$ cat src/rtl/pc_sched.sv
// Next-PC scheduler and pipeline-flow controller.
// Picks the next fetch address, drives stall/flush, owns EPC, trap state and mult/div busy.
//
// Ports:
//   i_clk, i_rst           clock, async active-high reset
//   i_pc                   current fetch word address
//   i_id_jump/_target      jump decoded in ID
//   i_ex_branch_taken/_target, i_ex_pc   branch resolution and EX address
//   i_load_use_hazard      ID needs a load still in EX
//   i_md_start, i_md_use   mult/div issue in EX, HI/LO read in ID
//   i_exc, i_irq, i_eret   exception, interrupt (level), return from trap
//   o_next_pc              next fetch address
//   o_pc_stall, o_if_id_stall, o_if_id_flush, o_id_ex_flush, o_ex_mem_flush
//   o_epc, o_in_trap, o_md_busy
module pc_sched #(
  parameter logic [31:0] RESET_ADDR = 32'h0000_0000,
  parameter logic [31:0] EXC_VECTOR = 32'h0000_0080,
  parameter int unsigned MD_LAT     = 8
) (
  input  logic        i_clk,
  input  logic        i_rst,
  input  logic [29:0] i_pc,
  input  logic        i_id_jump,
  input  logic [29:0] i_id_jump_target,
  input  logic        i_ex_branch_taken,
  input  logic [29:0] i_ex_branch_target,
  input  logic [29:0] i_ex_pc,
  input  logic        i_load_use_hazard,
  input  logic        i_md_start,
  input  logic        i_md_use,
  input  logic        i_exc,
  input  logic        i_irq,
  input  logic        i_eret,
  output logic [29:0] o_next_pc,
  output logic        o_pc_stall,
  output logic        o_if_id_stall,
  output logic        o_if_id_flush,
  output logic        o_id_ex_flush,
  output logic        o_ex_mem_flush,
  output logic [29:0] o_epc,
  output logic        o_in_trap,
  output logic        o_md_busy
);

  typedef enum logic {
    S_RUN  = 1'b0,
    S_TRAP = 1'b1
  } state_t;

  localparam logic [7:0]  LP_MD_LAT = MD_LAT[7:0];
  localparam logic [29:0] LP_RST_PC = RESET_ADDR[31:2];
  localparam logic [29:0] LP_EXC_PC = EXC_VECTOR[31:2];

  state_t      r_state;
  state_t      w_state_nxt;
  logic [29:0] r_epc;
  logic [7:0]  r_md_cnt;

  logic w_in_run;
  logic w_trap_take;
  logic w_eret_take;
  logic w_md_busy;
  logic w_stall;

  assign w_in_run    = (r_state == S_RUN);
  // irq is masked in TRAP; exc redirects in either state
  assign w_trap_take = i_exc | (i_irq & w_in_run);
  assign w_eret_take = i_eret & ~w_in_run;
  assign w_md_busy   = |r_md_cnt;
  assign w_stall     = i_load_use_hazard | (i_md_use & w_md_busy);

  assign o_epc     = r_epc;
  assign o_in_trap = ~w_in_run;
  assign o_md_busy = w_md_busy;

  always_comb begin
    o_next_pc      = i_pc + 30'd1;
    o_pc_stall     = 1'b0;
    o_if_id_stall  = 1'b0;
    o_if_id_flush  = 1'b0;
    o_id_ex_flush  = 1'b0;
    o_ex_mem_flush = 1'b0;
    if (i_rst) begin
      o_next_pc = LP_RST_PC;
    end else if (w_trap_take) begin
      o_next_pc      = LP_EXC_PC;
      o_if_id_flush  = 1'b1;
      o_id_ex_flush  = 1'b1;
      o_ex_mem_flush = 1'b1;
    end else if (w_eret_take) begin
      o_next_pc     = r_epc;
      o_if_id_flush = 1'b1;
    end else if (i_ex_branch_taken) begin
      // wrong-path instruction sits in ID, so a branch beats any stall
      o_next_pc     = i_ex_branch_target;
      o_if_id_flush = 1'b1;
      o_id_ex_flush = 1'b1;
    end else if (w_stall) begin
      o_next_pc     = i_pc;
      o_pc_stall    = 1'b1;
      o_if_id_stall = 1'b1;
      o_id_ex_flush = 1'b1;
    end else if (i_id_jump) begin
      o_next_pc     = i_id_jump_target;
      o_if_id_flush = 1'b1;
    end
  end

  always_comb begin
    w_state_nxt = r_state;
    unique case (r_state)
      S_RUN:  if (w_trap_take) w_state_nxt = S_TRAP;
      S_TRAP: if (w_eret_take && !i_exc) w_state_nxt = S_RUN;
      default: w_state_nxt = S_RUN;
    endcase
  end

  always_ff @(posedge i_clk or posedge i_rst) begin
    if (i_rst) begin
      r_state  <= S_RUN;
      r_epc    <= '0;
      r_md_cnt <= '0;
    end else begin
      r_state <= w_state_nxt;
      if (w_trap_take && w_in_run) r_epc <= i_ex_pc;
      if (w_trap_take)     r_md_cnt <= '0;
      else if (i_md_start) r_md_cnt <= LP_MD_LAT;
      else if (w_md_busy)  r_md_cnt <= r_md_cnt - 8'd1;
    end
  end

endmodule

$ cat config.mk
export PLATFORM = sky130hd
export DESIGN_NAME = pc_sched
export DESIGN_NICKNAME = d
export VERILOG_FILES = /design/src/rtl/pc_sched.sv
export SDC_FILE = /design/constraint.sdc
export NUM_CORES = 1
export LEC_CHECK = 0
export ABC_AREA = 1
export ABC_CLOCK_PERIOD_IN_PS = 1900
export BUFFER_PORTS_ARGS = -buffer_cell sky130_fd_sc_hd__clkbuf_2
export CORE_ASPECT_RATIO = 1.4
export CORE_UTILIZATION = 28
export DETAILED_ROUTE_END_ITERATION = 10
export PLACE_DENSITY = 0.59
export SLEW_MARGIN = 20
export SYNTH_ARGS = -nofsm -noshare
export SYNTH_HDL_FRONTEND = slang
export SYNTH_SLANG_ARGS = --single-unit
$ cat constraint.sdc
create_clock -name i_clk -period 1.9 [get_ports i_clk]
set_clock_uncertainty 0.1 [all_clocks]
set_input_delay 0.285 -clock i_clk [delete_from_list [all_inputs] [get_ports i_clk]]
set_output_delay 0.285 -clock i_clk [all_outputs]
set_load 0.1 [all_outputs]
After elaboration in Yosys (flattened, before gate mapping)
Index checks and enable logic that the tools add are counted.
{"block": "word_totals", "regBits": 39, "input_bits": 130, "word_cells": 44}
{"block": "op_classes", "muxes": 28, "n_reduce_logical": 5, "bitwise_logic": 6, "n_addsub": 2}
{"op": "2-to-1 mux 30 bit", "count": 6}
{"op": "adder 30 x 1 -> 30 bit, second input constant", "count": 1}
{"op": "2-to-1 mux 8 bit", "count": 3}
{"op": "2-to-1 mux 1 bit", "count": 18}
{"op": "OR reduction 8 bit", "count": 1}
{"op": "subtractor 8 x 1 -> 8 bit, second input constant", "count": 1}
{"op": "bitwise AND 1 bit", "count": 3}
{"op": "nonzero test 3 bit", "count": 1}
{"op": "logical AND 1 bit", "count": 2}
{"op": "OR 1 bit", "count": 2}
{"op": "case mux 1 bit (2 select lines)", "count": 1}
{"op": "logical NOT 1 bit", "count": 1}
{"op": "inverter 1 bit", "count": 1}

Logic depth before layout (Yosys ltp)
{"block": "depth", "depth_word": 8, "depth_mapped": 11, "mapped_depth_nobuf": 11}

Worst setup path before layout
OpenSTA, ideal clock, no wires.
{"block": "synth_path", "kind": "register to output", "from": "register r_state, in the netlist o_in_trap", "to": "output port o_pc_stall", "slack_ps": -3756, "arrival_time_ps": 5271, "t_required_ps": 1515, "stages_incl_launch_ff": 8, "n_path_buf": 1, "path_cell_list": "dfrtp_1 -> inv_1 -> a21oi_4 -> inv_1 -> nor2_4 -> inv_1 -> nor4_1 -> buf_4"}
{"block": "synth_between", "elab_chain_len": 5, "word_cells_on_any_way": 7}
{"item": "start, declared", "line": "54", "text": "state_t r_state;"}
{"item": "start signal, assigned", "line": "124", "text": "r_state <= w_state_nxt;"}
{"item": "inverter 1 bit"}
{"item": "bitwise AND 1 bit", "line": "67", "text": "assign w_trap_take = i_exc | (i_irq & w_in_run);"}
{"item": "OR 1 bit", "line": "67"}
{"item": "2-to-1 mux 1 bit (*) (2 in series)"}
{"item": "end, declared", "line": "35", "text": "output logic o_pc_stall,"}
Every way passes the cells marked *; elsewhere a longest branch is shown, timed or not.

Worst setup path after layout
{"block": "layout_path", "from": "register r_md_cnt[1]", "to": "output port o_next_pc[29]"}
{"block": "layout_between", "elab_chain_len": 8}
{"item": "start, declared", "line": "57", "text": "logic [7:0] r_md_cnt;"}
{"item": "start signal, assigned", "line": "128", "text": "else if (w_md_busy) r_md_cnt <= r_md_cnt - 8'd1;"}
{"item": "OR reduction 8 bit", "line": "69", "text": "assign w_md_busy = |r_md_cnt;"}
{"item": "bitwise AND 1 bit", "line": "70", "text": "assign w_stall = i_load_use_hazard | (i_md_use & w_md_busy);"}
{"item": "OR 1 bit", "line": "70"}
{"item": "2-to-1 mux 30 bit", "line": "98", "text": "end else if (w_stall) begin"}
{"item": "2-to-1 mux 30 bit", "line": "93", "text": "end else if (i_ex_branch_taken) begin"}
{"item": "2-to-1 mux 30 bit", "line": "90", "text": "end else if (w_eret_take) begin"}
{"item": "2-to-1 mux 30 bit", "line": "85", "text": "end else if (w_trap_take) begin"}
{"item": "2-to-1 mux 30 bit", "line": "83", "text": "if (i_rst) begin"}
{"item": "end, declared", "line": "34", "text": "output logic [29:0] o_next_pc,"}
No other way between the ends.

==> metrics.md <==
| Metric | Value |
|---|---|
| Final hold vios | 0 |
| CTS tree | done |
| Fin util | 0.5213 |
| Max VDD drop | between 0.9 and 1 mV |
| Element type at the critical path end | output port |
| Critical Path RT | between 1.5 and 2 ns |
| Prevailing post-synth register cell | dfrtp_1 |
| Overall Global Routing Usage | 0.2219 |
| TritonCTS Buffers | 5 |
| Syn Inst Count | a little over 700 |
| Vias per inst | 4.653 |
| Layout filler cell count | 1482 |
| Drt drc | 0 |
| Iteration-0 DRC Markers | roughly 170 |
| Multiplexer area fraction after synthesis | 0.07966 |
| Clock-pin transition on the worst setup and hold timing paths | around 0.06 ns |
| Hold path cells | 2 |
| Simple-gate share of the synthesized area | 0.4468 |
| CP max FO | 6 |
| Cell Area, Synth | 4225 sq um |
| Grt ovf | 0 |
| Ys Warns | 0 |
| Die footprint | around 16000 sq um |
| Post-synthesis compound-gate area fraction | 0.1087 |
| Design Area, Final | 7597 sq um |
| Startpoint types | flop |
| Max frequency | ~390 MHz |
| Area leader, netlist | dfrtp_1 |
| Status | finished with violations |
| Port Buffers | between 150 and 200 |
| Min Tclk post-route | between 2 and 3 ns |
| H-tree levels | 2 |
| Final worst setup slack | -0.6649 ns |
| Root Buffer | clkbuf_16 |
| Synth Area in XOR/XNOR | 0.004146 |
| Nets | about 1100 |
| Most common cell after layout, fill and taps aside | nand2_1 |
| Failing checks | negative setup slack |
| Synth top area cells | dfrtp_1 (23%), nand2_1 (18%), nor2_1 (8.5%) |
| Worst min path class | in -> reg |
| Final GP Congestion | roughly 0.9 |
| Syn avg cell area | 5.968 sq um |
| First-pass GRT wire length | ~27000 microns |
| Post-synth EDFFs | 0 |
| Endpoints failing setup | 36 |
| HPWL after detailed placement | 14370 microns |
| WL final | between 15000 and 20000 microns |
| Sequential element share of the synthesized area | 0.2310 |
| Layout cells sized above 1 | 0.5051 |
| Largest buffer count on any clock path | 2 |
| Final worst hold slack | about 0.13 ns |
| Routed len/inst | between 10 and 15 microns |
| Num rows | 52 |
| Top-area cell type share of the netlist area | 0.2310 |
| Final setup TNS | -20.19 ns |
| Most frequent cells in the layout | nand2_1 (174), clkbuf_2 (160), buf_4 (84) |
| Initial antenna violation count | 1 |
| DR vias | between 5000 and 6000 |
| Unrepaired setup endpoints after global routing | yes |
| WS Path Type | reg -> out |
| Syn nets | about 840 |
| Slew @ Worst Pin | between 0.5 and 0.6 ns |
| Max cap viols | 0 |
| Clk sinks | 39 |
| Largest net degree at the start of global routing | between 40 and 50 |
| Area grow syn2layout | 79.80% |
| Die Ht | between 100 and 150 microns |
| Cells on worst reg2reg path | 11 |
| Final period util | 1.350 |
| Die width | between 100 and 150 microns |
| Vias in the first global route | 5393 |
| Signal arrival time at the worst endpoint | approximately 2.2 ns |
| Clock Latency Late Sink | 0.28 ns |
| Fin. max-slew vios | 0 |
| Drt first pass iters | 5 |
| Post-Place Cell Area | 7043 sq um |
| Routed Antenna Nets | 0 |
| Total power | 5.867 mW |
| Async SR Flop Fraction | 1.000 |
| Core footprint | between 10000 and 15000 sq um |
| Static Leak | around 3.8 nW |
| Boundary Pins | 197 |
| Power per cell area | a little under 800 nW/um^2 |
| Relative slew slack | 0.6281 |
| Number of synthesized register bits | 39 |
| Main combinational cell family by area after synthesis | simple AND/OR/NAND/NOR gates |
| Initial Utilization | 0.2899 |
| Adder-cell share of the synthesized area | 0.008884 |
| Synth unique cells | 33 |
==> synth_stat cells, types with 3 or more instances <==
cell type  number
nand2_1       207
nor2_1         96
inv_1          81
nand3_1        59
o21ai_0        45
dfrtp_1        39
a21oi_1        35
mux2_2         29
or2_2          25
clkinv_1       18
nand3_2        14
clkbuf_1       10
buf_2           9
nand4_1         5
buf_1           4
nor2_2          4
buf_6           3
ha_1            3
nor2_4          3
nor3_1          3
==> what timing repair did <==
action / CTS / global route
resized for setup: 45 / 40
hold buffers: 0 / 0
buffers inserted: 5 / 3
setup endpoints to repair: 35 / 40
pin swaps: 12 / 29
gates cloned: 1 / 1
==> power by group <==
part	switching (mW)	internal, mW	leakage (nW)
Sequential	0.135	1.01	0.471
Combinational	2.62	1.12	3.22
Clock	0.332	0.653	0.0869
Total	3.09	2.78	3.78
==> layer usage <==
metal / vias up / global-route usage / wire, microns
li1: 2795 / - / -
met1: 2508 / 0.2580 / 6787
met2: 139 / 0.4007 / 9030
met3: 30 / 0.03150 / 883
met4: 0 / 0.09583 / 644
met5: - / 0 / 0
==> kinds of logic (layout without fill, tap and decap cells) <==
logic type | after synthesis | count (layout)
compound gates | 86 | 86
xor+xnor | 2 | 2
fa+ha+maj | 3 | 3
buf+inv | 126 | 403
flops | 39 | 39
mux | 30 | 30
other cells | 0 | 1
simple gates | 422 | 423
==> worst paths after layout <==
kind,slack (ns),to,start
setup / recovery,-0.66,o_next_pc[29],r_md_cnt[1]$_DFFE_PP0P_
hold reg to reg,0.43,o_epc[9]$_DFFE_PP0P_,o_epc[9]$_DFFE_PP0P_
setup reg to reg,-0.02,r_md_cnt[7]$_DFFE_PP0P_,r_md_cnt[1]$_DFFE_PP0P_
hold / removal,0.13,o_epc[8]$_DFFE_PP0P_,i_ex_pc[8]
min in group asynchronous,0.22,o_epc[7]$_DFFE_PP0P_,i_rst
max in group asynchronous,1.09,o_in_trap$_DFF_PP0_,i_rst
==> metrics by stage <==
stage                     std cells  worst slack, ns
after global routing           1176          -0.7434
after detailed placement       1160          -0.3917
after floorplan                 708           -1.202
after CTS                      1173          -0.6143
after global placement         1160          -0.3634
final                          1176          -0.6649
==> final cells by class <==
class                           count  area (sq um)  share of cell area
Timing Repair Buffer              296          2430              0.3198
Clock inverter                      2         35.03            0.004611
Multi-Input combinational cell    544          3386              0.4457
Clock buffer                        6         138.9             0.01828
Inverter                           99         389.1             0.05122
Antenna cell                        1         2.502           0.0003294
Tap cell                          189         236.5             0.03113
Sequential cell                    39         979.7              0.1290
==> worst max-delay path: stages, from the launching register on <==
cell,delay (ns)
dfrtp_1,0.39
inv_2,0.08
ha_4,0.14
nand3_4,0.08
o21ai_4,0.20
buf_6,0.13
nand3_4,0.15
clkbuf_16,0.23
nor2_1,0.09
nand2_1,0.07
nand2_2,0.08
a21oi_4,0.06
buf_12,0.17
==> flip-flops by register name, summed over array words and instances (netlist names) <==
signal,count
o_in_trap,1
o_epc,30
r_md_cnt,8
(Power assumes the default switching activity.)
